## config.mk

```make
export PLATFORM = sky130hd
export DESIGN_NAME = i2c_slave_regfile
export DESIGN_NICKNAME = d
export VERILOG_FILES = /design/src/rtl/i2c_slave_regfile.sv
export SDC_FILE = /design/constraint.sdc
export NUM_CORES = 1
export LEC_CHECK = 0
export BUFFER_PORTS_ARGS = -buffer_cell sky130_fd_sc_hd__buf_2
export CAP_MARGIN = 25
export CORE_AREA = 8 8 120 178
export DETAILED_ROUTE_END_ITERATION = 16
export DIE_AREA = 0 0 128 186
export PLACE_DENSITY = 0.69
export SYNTH_ARGS = -nofsm -noshare
export SYNTH_HDL_FRONTEND = slang
export SYNTH_SLANG_ARGS = --single-unit
export TNS_END_PERCENT = 10
```

## constraint.sdc

```tcl
create_clock -name clk -period 2.5 [get_ports clk]
set_input_delay 0.5 -clock clk [delete_from_list [all_inputs] [get_ports clk]]
set_output_delay 0.5 -clock clk [all_outputs]
set_load 0.01 [all_outputs]
```

## src/rtl/i2c_slave_regfile.sv

```systemverilog
// I2C responder backed by a 2**ADDR_W byte register file, with glitch-filtered pad
// inputs, a local read port and a strobe that reports every byte written over I2C.
module i2c_slave_regfile #(
  parameter logic [6:0] SLAVE_ADDR = 7'h50,
  parameter int         ADDR_W     = 4,
  parameter int         FILT       = 3
) (
  input  logic              clk,
  input  logic              rst,
  input  logic              scl_pad_i,
  output logic              scl_pad_o,
  output logic              scl_padoen_o,
  input  logic              sda_pad_i,
  output logic              sda_pad_o,
  output logic              sda_padoen_o,
  input  logic [ADDR_W-1:0] loc_addr,
  output logic [7:0]        loc_data,
  output logic              wr_stb,
  output logic [ADDR_W-1:0] wr_addr,
  output logic [7:0]        wr_data,
  output logic              busy
);
  localparam int DEPTH = 2**ADDR_W;
  localparam int CNT_W = $clog2(FILT + 1);
  localparam logic [CNT_W-1:0] CNT_MAX = CNT_W'(FILT - 1);

  typedef enum logic [3:0] {
    IDLE, ADDR, ADDR_ACK, PTR, PTR_ACK, WDATA, WDATA_ACK, RDATA, RDATA_ACK
  } state_t;

  logic             scl_p0, scl_p1, scl_f, scl_fd;
  logic             sda_p0, sda_p1, sda_f, sda_fd;
  logic [CNT_W-1:0] scl_cnt, sda_cnt;
  logic             scl_rise, scl_fall, start_c, stop_c;

  state_t            state;
  logic [3:0]        bitcnt;
  logic [7:0]        shreg;
  logic [7:0]        byte_in;
  logic [ADDR_W-1:0] ptr;
  logic              rw;
  logic              rd_ack;
  logic [7:0]        mem [DEPTH];

  assign scl_pad_o    = 1'b0;
  assign scl_padoen_o = 1'b1;
  assign sda_pad_o    = 1'b0;

  // Stage p0/p1: two-flop synchronizer, then a level must persist FILT cycles to be accepted
  always_ff @(posedge clk) begin
    if (rst) begin
      scl_p0  <= scl_pad_i;
      scl_p1  <= scl_pad_i;
      scl_f   <= scl_pad_i;
      scl_fd  <= scl_pad_i;
      scl_cnt <= '0;
      sda_p0  <= sda_pad_i;
      sda_p1  <= sda_pad_i;
      sda_f   <= sda_pad_i;
      sda_fd  <= sda_pad_i;
      sda_cnt <= '0;
    end else begin
      scl_p0 <= scl_pad_i;
      scl_p1 <= scl_p0;
      sda_p0 <= sda_pad_i;
      sda_p1 <= sda_p0;
      scl_fd <= scl_f;
      sda_fd <= sda_f;
      if (scl_p1 == scl_f) begin
        scl_cnt <= '0;
      end else if (scl_cnt == CNT_MAX) begin
        scl_f   <= scl_p1;
        scl_cnt <= '0;
      end else begin
        scl_cnt <= scl_cnt + 1'b1;
      end
      if (sda_p1 == sda_f) begin
        sda_cnt <= '0;
      end else if (sda_cnt == CNT_MAX) begin
        sda_f   <= sda_p1;
        sda_cnt <= '0;
      end else begin
        sda_cnt <= sda_cnt + 1'b1;
      end
    end
  end

  assign scl_rise = scl_f & ~scl_fd;
  assign scl_fall = ~scl_f & scl_fd;
  assign start_c  = scl_f & scl_fd & sda_fd & ~sda_f;
  assign stop_c   = scl_f & scl_fd & ~sda_fd & sda_f;
  assign byte_in  = {shreg[6:0], sda_f};

  // Protocol FSM: sample on scl_rise, change SDA drive only on scl_fall
  always_ff @(posedge clk) begin
    if (rst) begin
      state        <= IDLE;
      bitcnt       <= '0;
      shreg        <= '0;
      ptr          <= '0;
      rw           <= 1'b0;
      rd_ack       <= 1'b0;
      sda_padoen_o <= 1'b1;
      busy         <= 1'b0;
      wr_stb       <= 1'b0;
      wr_addr      <= '0;
      wr_data      <= '0;
      mem          <= '{default: '0};
    end else begin
      wr_stb <= 1'b0;
      if (start_c) begin
        state        <= ADDR;
        bitcnt       <= '0;
        rd_ack       <= 1'b0;
        sda_padoen_o <= 1'b1;
      end else if (stop_c) begin
        state        <= IDLE;
        bitcnt       <= '0;
        rd_ack       <= 1'b0;
        sda_padoen_o <= 1'b1;
        busy         <= 1'b0;
      end else begin
        case (state)
          ADDR, PTR, WDATA: begin
            if (scl_rise && bitcnt < 4'd8) begin
              shreg  <= byte_in;
              bitcnt <= bitcnt + 4'd1;
              if (state == WDATA && bitcnt == 4'd7) begin
                mem[ptr] <= byte_in;
                wr_stb   <= 1'b1;
                wr_addr  <= ptr;
                wr_data  <= byte_in;
              end
            end else if (scl_fall && bitcnt == 4'd8) begin
              bitcnt <= '0;
              case (state)
                ADDR: begin
                  if (shreg[7:1] == SLAVE_ADDR) begin
                    rw           <= shreg[0];
                    busy         <= 1'b1;
                    sda_padoen_o <= 1'b0;
                    state        <= ADDR_ACK;
                  end else begin
                    sda_padoen_o <= 1'b1;
                    busy         <= 1'b0;
                    state        <= IDLE;
                  end
                end
                PTR: begin
                  ptr          <= shreg[ADDR_W-1:0];
                  sda_padoen_o <= 1'b0;
                  state        <= PTR_ACK;
                end
                default: begin
                  sda_padoen_o <= 1'b0;
                  state        <= WDATA_ACK;
                end
              endcase
            end
          end
          ADDR_ACK: begin
            if (scl_fall) begin
              if (rw) begin
                sda_padoen_o <= mem[ptr][7];
                shreg        <= {mem[ptr][6:0], 1'b1};
                state        <= RDATA;
              end else begin
                sda_padoen_o <= 1'b1;
                state        <= PTR;
              end
            end
          end
          PTR_ACK: begin
            if (scl_fall) begin
              sda_padoen_o <= 1'b1;
              state        <= WDATA;
            end
          end
          WDATA_ACK: begin
            if (scl_fall) begin
              sda_padoen_o <= 1'b1;
              ptr          <= ptr + ADDR_W'(1);
              state        <= WDATA;
            end
          end
          RDATA: begin
            if (scl_rise && bitcnt < 4'd8) begin
              bitcnt <= bitcnt + 4'd1;
            end else if (scl_fall) begin
              if (bitcnt == 4'd8) begin
                bitcnt       <= '0;
                rd_ack       <= 1'b0;
                sda_padoen_o <= 1'b1;
                state        <= RDATA_ACK;
              end else begin
                sda_padoen_o <= shreg[7];
                shreg        <= {shreg[6:0], 1'b1};
              end
            end
          end
          RDATA_ACK: begin
            if (scl_rise) begin
              if (!sda_f) begin
                ptr    <= ptr + ADDR_W'(1);
                rd_ack <= 1'b1;
              end else begin
                busy  <= 1'b0;
                state <= IDLE;
              end
            end else if (scl_fall && rd_ack) begin
              rd_ack       <= 1'b0;
              sda_padoen_o <= mem[ptr][7];
              shreg        <= {mem[ptr][6:0], 1'b1};
              state        <= RDATA;
            end
          end
          default: ;
        endcase
      end
    end
  end

  // Local read port: registered, sees the pre-write byte on a same-cycle collision
  always_ff @(posedge clk) begin
    if (rst) loc_data <= '0;
    else     loc_data <= mem[loc_addr];
  end

endmodule

```

# Yosys cells after proc, flatten, opt, wreduce, memory -nomap -nowiden

Index checks and enable logic that the tools add are counted.

Div/mod/pow operators: 0
Eq/ne operators: 53
Add/subtract/negate cells: 4
Magnitude comparators: 4
Mux-type cells: 86
Reductions and logical operators: 32
Shifts and indexed selects: 0
$mul: 0
Bitwise operators: 17

Operators by type and width:

| kind                                                            | count |
|---|---|
| 128-bit bitwise mux                                             | 1 |
| 8-bit two-way mux                                               | 13 |
| 4-bit two-way mux                                               | 21 |
| 8-bit binary-select mux with 4-bit select                       | 2 |
| 1-bit two-way mux                                               | 38 |
| 2-bit != test, second input constant                            | 17 |
| 3-bit != test, second input constant                            | 11 |
| 8-bit demux with 4-bit select                                   | 1 |
| 8-bit one-hot mux with 4 select lines                           | 1 |
| 4-bit != test, second input constant                            | 6 |
| 4-bit by 3-bit == test with 1-bit output, second input constant | 5 |
| 4-bit one-hot mux with 5 select lines                           | 1 |
| 10-bit AND reduction                                            | 2 |
| 9-bit AND reduction                                             | 2 |
| 4-bit one-hot mux with 2 select lines                           | 2 |
| 7-bit AND reduction                                             | 2 |
| 4-bit one-hot mux with 3 select lines                           | 1 |
| 3-bit OR reduction                                              | 4 |
| 11-bit AND reduction                                            | 1 |
| 5-bit >= comparator, second input constant                      | 2 |
| 5-bit != test, second input constant                            | 2 |
| 4-bit inverter with 5-bit output                                | 2 |
| 4-bit by 1-bit adder with 4-bit output, second input constant   | 2 |
| 4-bit by 2-bit == test with 1-bit output, second input constant | 2 |
| other kinds (28)                                                | 55 |

Bits in read-only memories: 0
RAM bits: 0
Output and inout bits: 26
Input bits: 8
Latch bits: 0
Bits in registers: 185
Memories: 0

# Longest topological paths before layout

Depth after elaboration: 8
Depth in mapped cells: 9

# Worst setup path after synthesis

Ideal clock, no wire load.

Path kind: input to register
Start: input loc_addr[0]
End: register loc_data[0]
Setup time: 0.115 ns
Slack: 0.243 ns
Stages on the path: 5
Data required time: 2.385 ns
Arrival: 2.142 ns
Buffers on the path: 2
Path through: clkbuf_1 -> buf_2 -> mux4_2 -> mux4_2 -> and2_1

Word-level cells in the longest chain between the ends: 4

Ends and longest elaborated chain:

| what                                                   | RTL line | text |
|---|---|---|
| start: declaration                                     | 16       | `input logic [ADDR_W-1:0] loc_addr,` |
| 4-bit inverter with 5-bit output (not written as such) | 226      | `else loc_data <= mem[loc_addr];` |
| 8-bit binary-select mux with 4-bit select              | 226      |  |
| 8-bit two-way mux (not written as such) (2 in series)  | 226      |  |
| end signal: assignment                                 | 226      |  |
| end: declaration                                       | 17       | `output logic [7:0] loc_data,` |

Every way passes these cells. The select of a mux whose other input is x is not followed.
A chain may end at the register's enable or synchronous reset.

# Final worst setup path

Start: register scl_fd
End: register mem[20] (netlist name)

Word-level cells in the longest chain between the ends: 5
Elaborated cells between the ends (all ways): 11

Ends and longest elaborated chain:

| what                                                      | RTL line | text |
|---|---|---|
| start: declaration                                        | 31       | `logic scl_p0, scl_p1, scl_f, scl_fd;` |
| start signal: assignment                                  | 55       | `scl_fd <= scl_pad_i;` |
| start signal: assignment                                  | 67       | `scl_fd <= scl_f;` |
| 1-bit bitwise AND                                         | 90, 91   |  |
| 1-bit bitwise AND, on equally long branches (2 in series) | 91, 90   |  |
| 1-bit inverter (no source line)                           | -        |  |
| 5-bit AND reduction (no source line) *                    | -        |  |
| end signal: indexed assignment                            | 129      | `mem[ptr] <= byte_in;` |
| end: declaration                                          | 43       | `logic [7:0] mem [DEPTH];` |

Mark *: on every way between the ends. The rest lies on a longest branch, timed or not.

==> tab_implementation.tex <==
\begin{tabular}{lr}
\hline
Metric & Value \\
\hline
\multicolumn{2}{l}{\textbf{Timing}} \\
\quad Shortest period the worst path allows & between 2000 and 2500 ps \\
\quad Crit share post-route & 0.942 \\
\quad Final total negative setup slack & 0 ps \\
\quad Final setup violation count & 0 \\
\quad Endpoints failing hold & 0 \\
\quad Setup repair after global routing missed its margin & false \\
\quad Worst-case headroom to the max-slew limit & 0.470 \\
\quad Final worst clock skew & 8.55 ps \\
\quad Max Clock Freq & $\sim$420 MHz \\
\quad Actual transition at the worst max-transition pin & a little under 800 ps \\
\quad Final max-slew violation count & 0 \\
\multicolumn{2}{l}{\textbf{Floorplanning}} \\
\quad Horizontal extent of the die & roughly 130 um \\
\quad Die Ht & roughly 190 um \\
\quad Core box area & between 15000 and 20000 um\^{}2 \\
\quad Full die area & between 20000 and 25000 um\^{}2 \\
\quad Number of rows created at floorplan & 62 \\
\quad Starting density of the core & 0.510 \\
\quad I/O pin total & 34 \\
\multicolumn{2}{l}{\textbf{Cells and area}} \\
\quad Area growth syn-to-layout & 10.8\% \\
\quad Layout cell share with drive strength beyond 1 & 0.233 \\
\quad Net count, final & between 900 and 1000 \\
\quad Number of diodes & 0 \\
\quad Total area of sequential cells & around 3700 um\^{}2 \\
\quad Most frequent cells in the layout & 181 x sky130\_fd\_sc\_hd\_\_dfxtp\_1, 152 x sky130\_fd\_sc\_hd\_\_nor2\_1, 133 x sky130\_fd\_sc\_hd\_\_mux2i\_1 \\
\quad Post-layout instance count excluding filler cells & around 1200 \\
\quad Leading cell type in the layout, fill and taps excluded & sky130\_fd\_sc\_hd\_\_dfxtp\_1 \\
\quad Fill cell count & approximately 1700 \\
\quad Multi-input gate area in the final layout & 5390 um\^{}2 \\
\multicolumn{2}{l}{\textbf{Synth}} \\
\quad Warnings, synthesis & 0 \\
\quad Sequential element share of the synthesized area & 0.389 \\
\quad Dominant register cell in the synthesized netlist & sky130\_fd\_sc\_hd\_\_dfxtp\_1 \\
\quad Proportion of register bits with asynchronous set or reset after synthesis & 0 \\
\quad Cell type contributing the most total cell area after synthesis & sky130\_fd\_sc\_hd\_\_dfxtp\_1 \\
\quad Mapped Area & 9570 um\^{}2 \\
\quad EDFF count, synth & 2 \\
\quad Top cell type's share of synthesized area & 0.383 \\
\quad Count of mapped cells out of synthesis & around 900 \\
\quad Synth area leaders & sky130\_fd\_sc\_hd\_\_dfxtp\_1 38\%, sky130\_fd\_sc\_hd\_\_mux4\_2 18\%, sky130\_fd\_sc\_hd\_\_mux2i\_1 14\% \\
\quad Flop and latch count out of synthesis & around 190 \\
\quad Mean Syn Cell Area & 10.6 um\^{}2 \\
\quad Distinct cell type count after synthesis & 70 \\
\multicolumn{2}{l}{\textbf{Routing}} \\
\quad WL met2 & between 10 and 15 mm \\
\quad Vias post-DR & just over 7000 \\
\quad Routed length on met3 & around 1.2 mm \\
\quad Met1 WL & about 9.7 mm \\
\quad Top Layer Used & met4 \\
\quad Length of the first detailed-routing pass in iterations & 5 \\
\quad Vias per cell & about 6 \\
\quad WL final & about 25 mm \\
\quad Remaining antenna violation count & 0 \\
\quad Detailed Route Iter0 Violations & 591 \\
\quad Average routed wire per standard cell & approximately 21 um \\
\quad DR DRC count & 0 \\
\multicolumn{2}{l}{\textbf{CTS}} \\
\quad Post-CTS sizing & 0 \\
\quad Hold buffer count at cts & 0 \\
\quad Clock-pin slew on the worst setup and hold paths & approximately 70 ps \\
\quad Post-CTS Setup Inserts & 0 \\
\quad CTS Root Buffer Type & sky130\_fd\_sc\_hd\_\_clkbuf\_16 \\
\quad Max Buffers Root-to-Sink & 2 \\
\quad Skew-Pair Late Insertion Delay & roughly 430 ps \\
\quad H-tree level count & 4 \\
\quad Clock tree from TritonCTS & done \\
\quad Sinks on Clock Net & $\sim$190 \\
\quad Clock buffers created by TritonCTS & 17 \\
\multicolumn{2}{l}{\textbf{Global routing}} \\
\quad Final global-route overflow total & 0 \\
\quad Via count of the first global-routing pass & approximately 7300 \\
\quad Antenna violations before repair & 0 \\
\quad Total global-route track usage & 0.222 \\
\quad Maximum number of pins on one net before global-route repair & 166 \\
\quad Wire length of the first global-routing pass & $\sim$40 mm \\
\multicolumn{2}{l}{\textbf{Critical path}} \\
\quad Nature of the critical path endpoint & flop \\
\quad Type of the worst setup path & flop to flop \\
\quad Data arrival time of the worst path & 2640 ps \\
\quad Required time worst endpoint & 2790 ps \\
\quad CP cell instances & or3b\_1 -> nor4\_4 -> buf\_12 -> nand4\_2 -> mux2i\_1 -> nor2\_1 \\
\quad Slowest library cell on the worst path & sky130\_fd\_sc\_hd\_\_nand4\_2 \\
\quad Maximum fanout encountered on the critical timing path & 28 \\
\quad Startpoint types & flop \\
\quad Delay contributed by the slowest stage of the critical path & about 480 ps \\
\multicolumn{2}{l}{\textbf{Power and ir drop}} \\
\quad Clock network fraction of design power & 0.387 \\
\quad Fraction of power consumed by combinational cells & 0.158 \\
\quad Relative contribution of sequential cells to total power & 0.455 \\
\quad Leak pwr & 4.73 nW \\
\quad Switching power of the nets & about 1.9 mW \\
\quad Switching share of total power & 0.283 \\
\quad Worst vdd rail ir drop & 0.000456 V \\
\quad Internal Dissipation & between 4 and 5 mW \\
\quad Total power density per cell area & about 640 nW/um\^{}2 \\
\multicolumn{2}{l}{\textbf{Placed design}} \\
\quad Final weighted congestion in routability-driven placement & 0.918 \\
\quad Number of placed instances with taps included & roughly 1200 \\
\quad Input/output buffers & 30 \\
\quad HPWL Detailed & 17.3 mm \\
\multicolumn{2}{l}{\textbf{Run}} \\
\quad Total of max-cap violations & 0 \\
\multicolumn{2}{l}{\textbf{Run status}} \\
\quad Result of the run & complete, no violations \\
\multicolumn{2}{l}{\textbf{Worst hold path}} \\
\quad Hold crit path type & input pin to flop \\
\hline
\end{tabular}
==> registers in the layout, indices dropped and copies added (netlist names), 2 cells and up <==
name,count
mem,128
loc_data,8
shreg,8
wr_data,8
bitcnt,4
ptr,4
state,4
wr_addr,4
scl_cnt,2
sda_cnt,2
==> path summary, 6_finish.rpt <==
| check | to | startpoint | slack (ps) | depth (start not counted) |
|---|---|---|---|---|
| hold / removal | scl_p0 | scl_pad_i | 190 | 1 |
| setup reg to reg | mem[20] | scl_fd | 140 | 6 |
| setup / recovery | mem[20] | scl_fd | 140 | 6 |
| hold reg to reg | scl_cnt[0] | scl_cnt[0] | 410 | 1 |
==> power groups by stage <==
stage	clock network, mW	logic, mW	registers, mW
CTS	2.64	1.07	3.07
global route	2.76	1.16	3.08
detailed placement	0	1.07	3.14
global placement	0	1.06	3.14
floorplan	0	0.806	3.11
finish	2.61	1.07	3.07
==> stage by stage <==
| stage | total power [mW] | hold WS [ps] | util | cell area [um^2] | setup WS [ps] |
|---|---|---|---|---|---|
| after global placement | 4.19 | 401 | 0.534 | 10000 | 234 |
| after floorplan | 3.91 | 391 | - | 9570 | 243 |
| after global routing | 7.00 | 184 | 0.565 | 10600 | 44.6 |
| after CTS | 6.77 | 177 | 0.564 | 10600 | 169 |
| after detailed placement | 4.20 | 409 | 0.534 | 10000 | 190 |
| final | 6.75 | 188 | 0.565 | 10600 | 144 |
==> final cells by class <==
| cell class | count | share of cell area |
|---|---|---|
| Clock inverter | 13 | 0.0113 |
| Clock buffer | 19 | 0.0418 |
| Tap cell | 256 | 0.0302 |
| Inverter | 16 | 0.00567 |
| Sequential cell | 185 | 0.352 |
| Timing Repair Buffer | 76 | 0.0505 |
| Multi-Input combinational cell | 619 | 0.509 |
==> logic make-up after synthesis <==
family                   count (synthesis)  synth area share
flip-flops                             185             0.389
multiplexers                           212             0.324
adder cells (fa/ha/maj)                  8            0.0105
buffers and inverters                   98            0.0480
other                                    2          0.000785
AO/OA/AOI/OAI                           91            0.0653
XOR/XNOR                                 8           0.00732
AND/OR/NAND/NOR                        297             0.155
==> Yosys cell counts, types with 4 or more instances <==
library cell,number
sky130_fd_sc_hd__dfxtp_1,183
sky130_fd_sc_hd__nor2_1,152
sky130_fd_sc_hd__mux2i_1,133
sky130_fd_sc_hd__mux4_2,78
sky130_fd_sc_hd__nand2_1,62
sky130_fd_sc_hd__clkbuf_1,47
sky130_fd_sc_hd__a21oi_1,34
sky130_fd_sc_hd__buf_2,21
sky130_fd_sc_hd__inv_1,15
sky130_fd_sc_hd__and2_1,11
sky130_fd_sc_hd__o21ai_0,10
sky130_fd_sc_hd__a311oi_1,9
sky130_fd_sc_hd__ha_1,8
sky130_fd_sc_hd__buf_4,7
sky130_fd_sc_hd__nand3_1,7
sky130_fd_sc_hd__nand3_4,7
sky130_fd_sc_hd__nor3_1,7
sky130_fd_sc_hd__nor2b_1,6
sky130_fd_sc_hd__nand2b_1,5
sky130_fd_sc_hd__nand3_2,5
sky130_fd_sc_hd__o31ai_1,5
sky130_fd_sc_hd__a31oi_1,4
sky130_fd_sc_hd__and3b_1,4
sky130_fd_sc_hd__nand3b_1,4
sky130_fd_sc_hd__nand4_2,4
sky130_fd_sc_hd__o32a_1,4
sky130_fd_sc_hd__xnor2_1,4
sky130_fd_sc_hd__xor2_1,4
==> worst max-delay path: cells and delay by family (launching register included) <==
family | cells | cell delay, ps
multiplexers | 1 | 330
AND/OR/NAND/NOR | 4 | 1240
buffers and inverters | 1 | 260
flip-flops | 1 | 370
==> layer usage <==
metal	up-vias	global-route usage
li1	3271	-
met1	3512	0.240
met2	238	0.403
met3	80	0.0370
met4	0	0.127
met5	-	0
(Power assumes the default switching activity.)
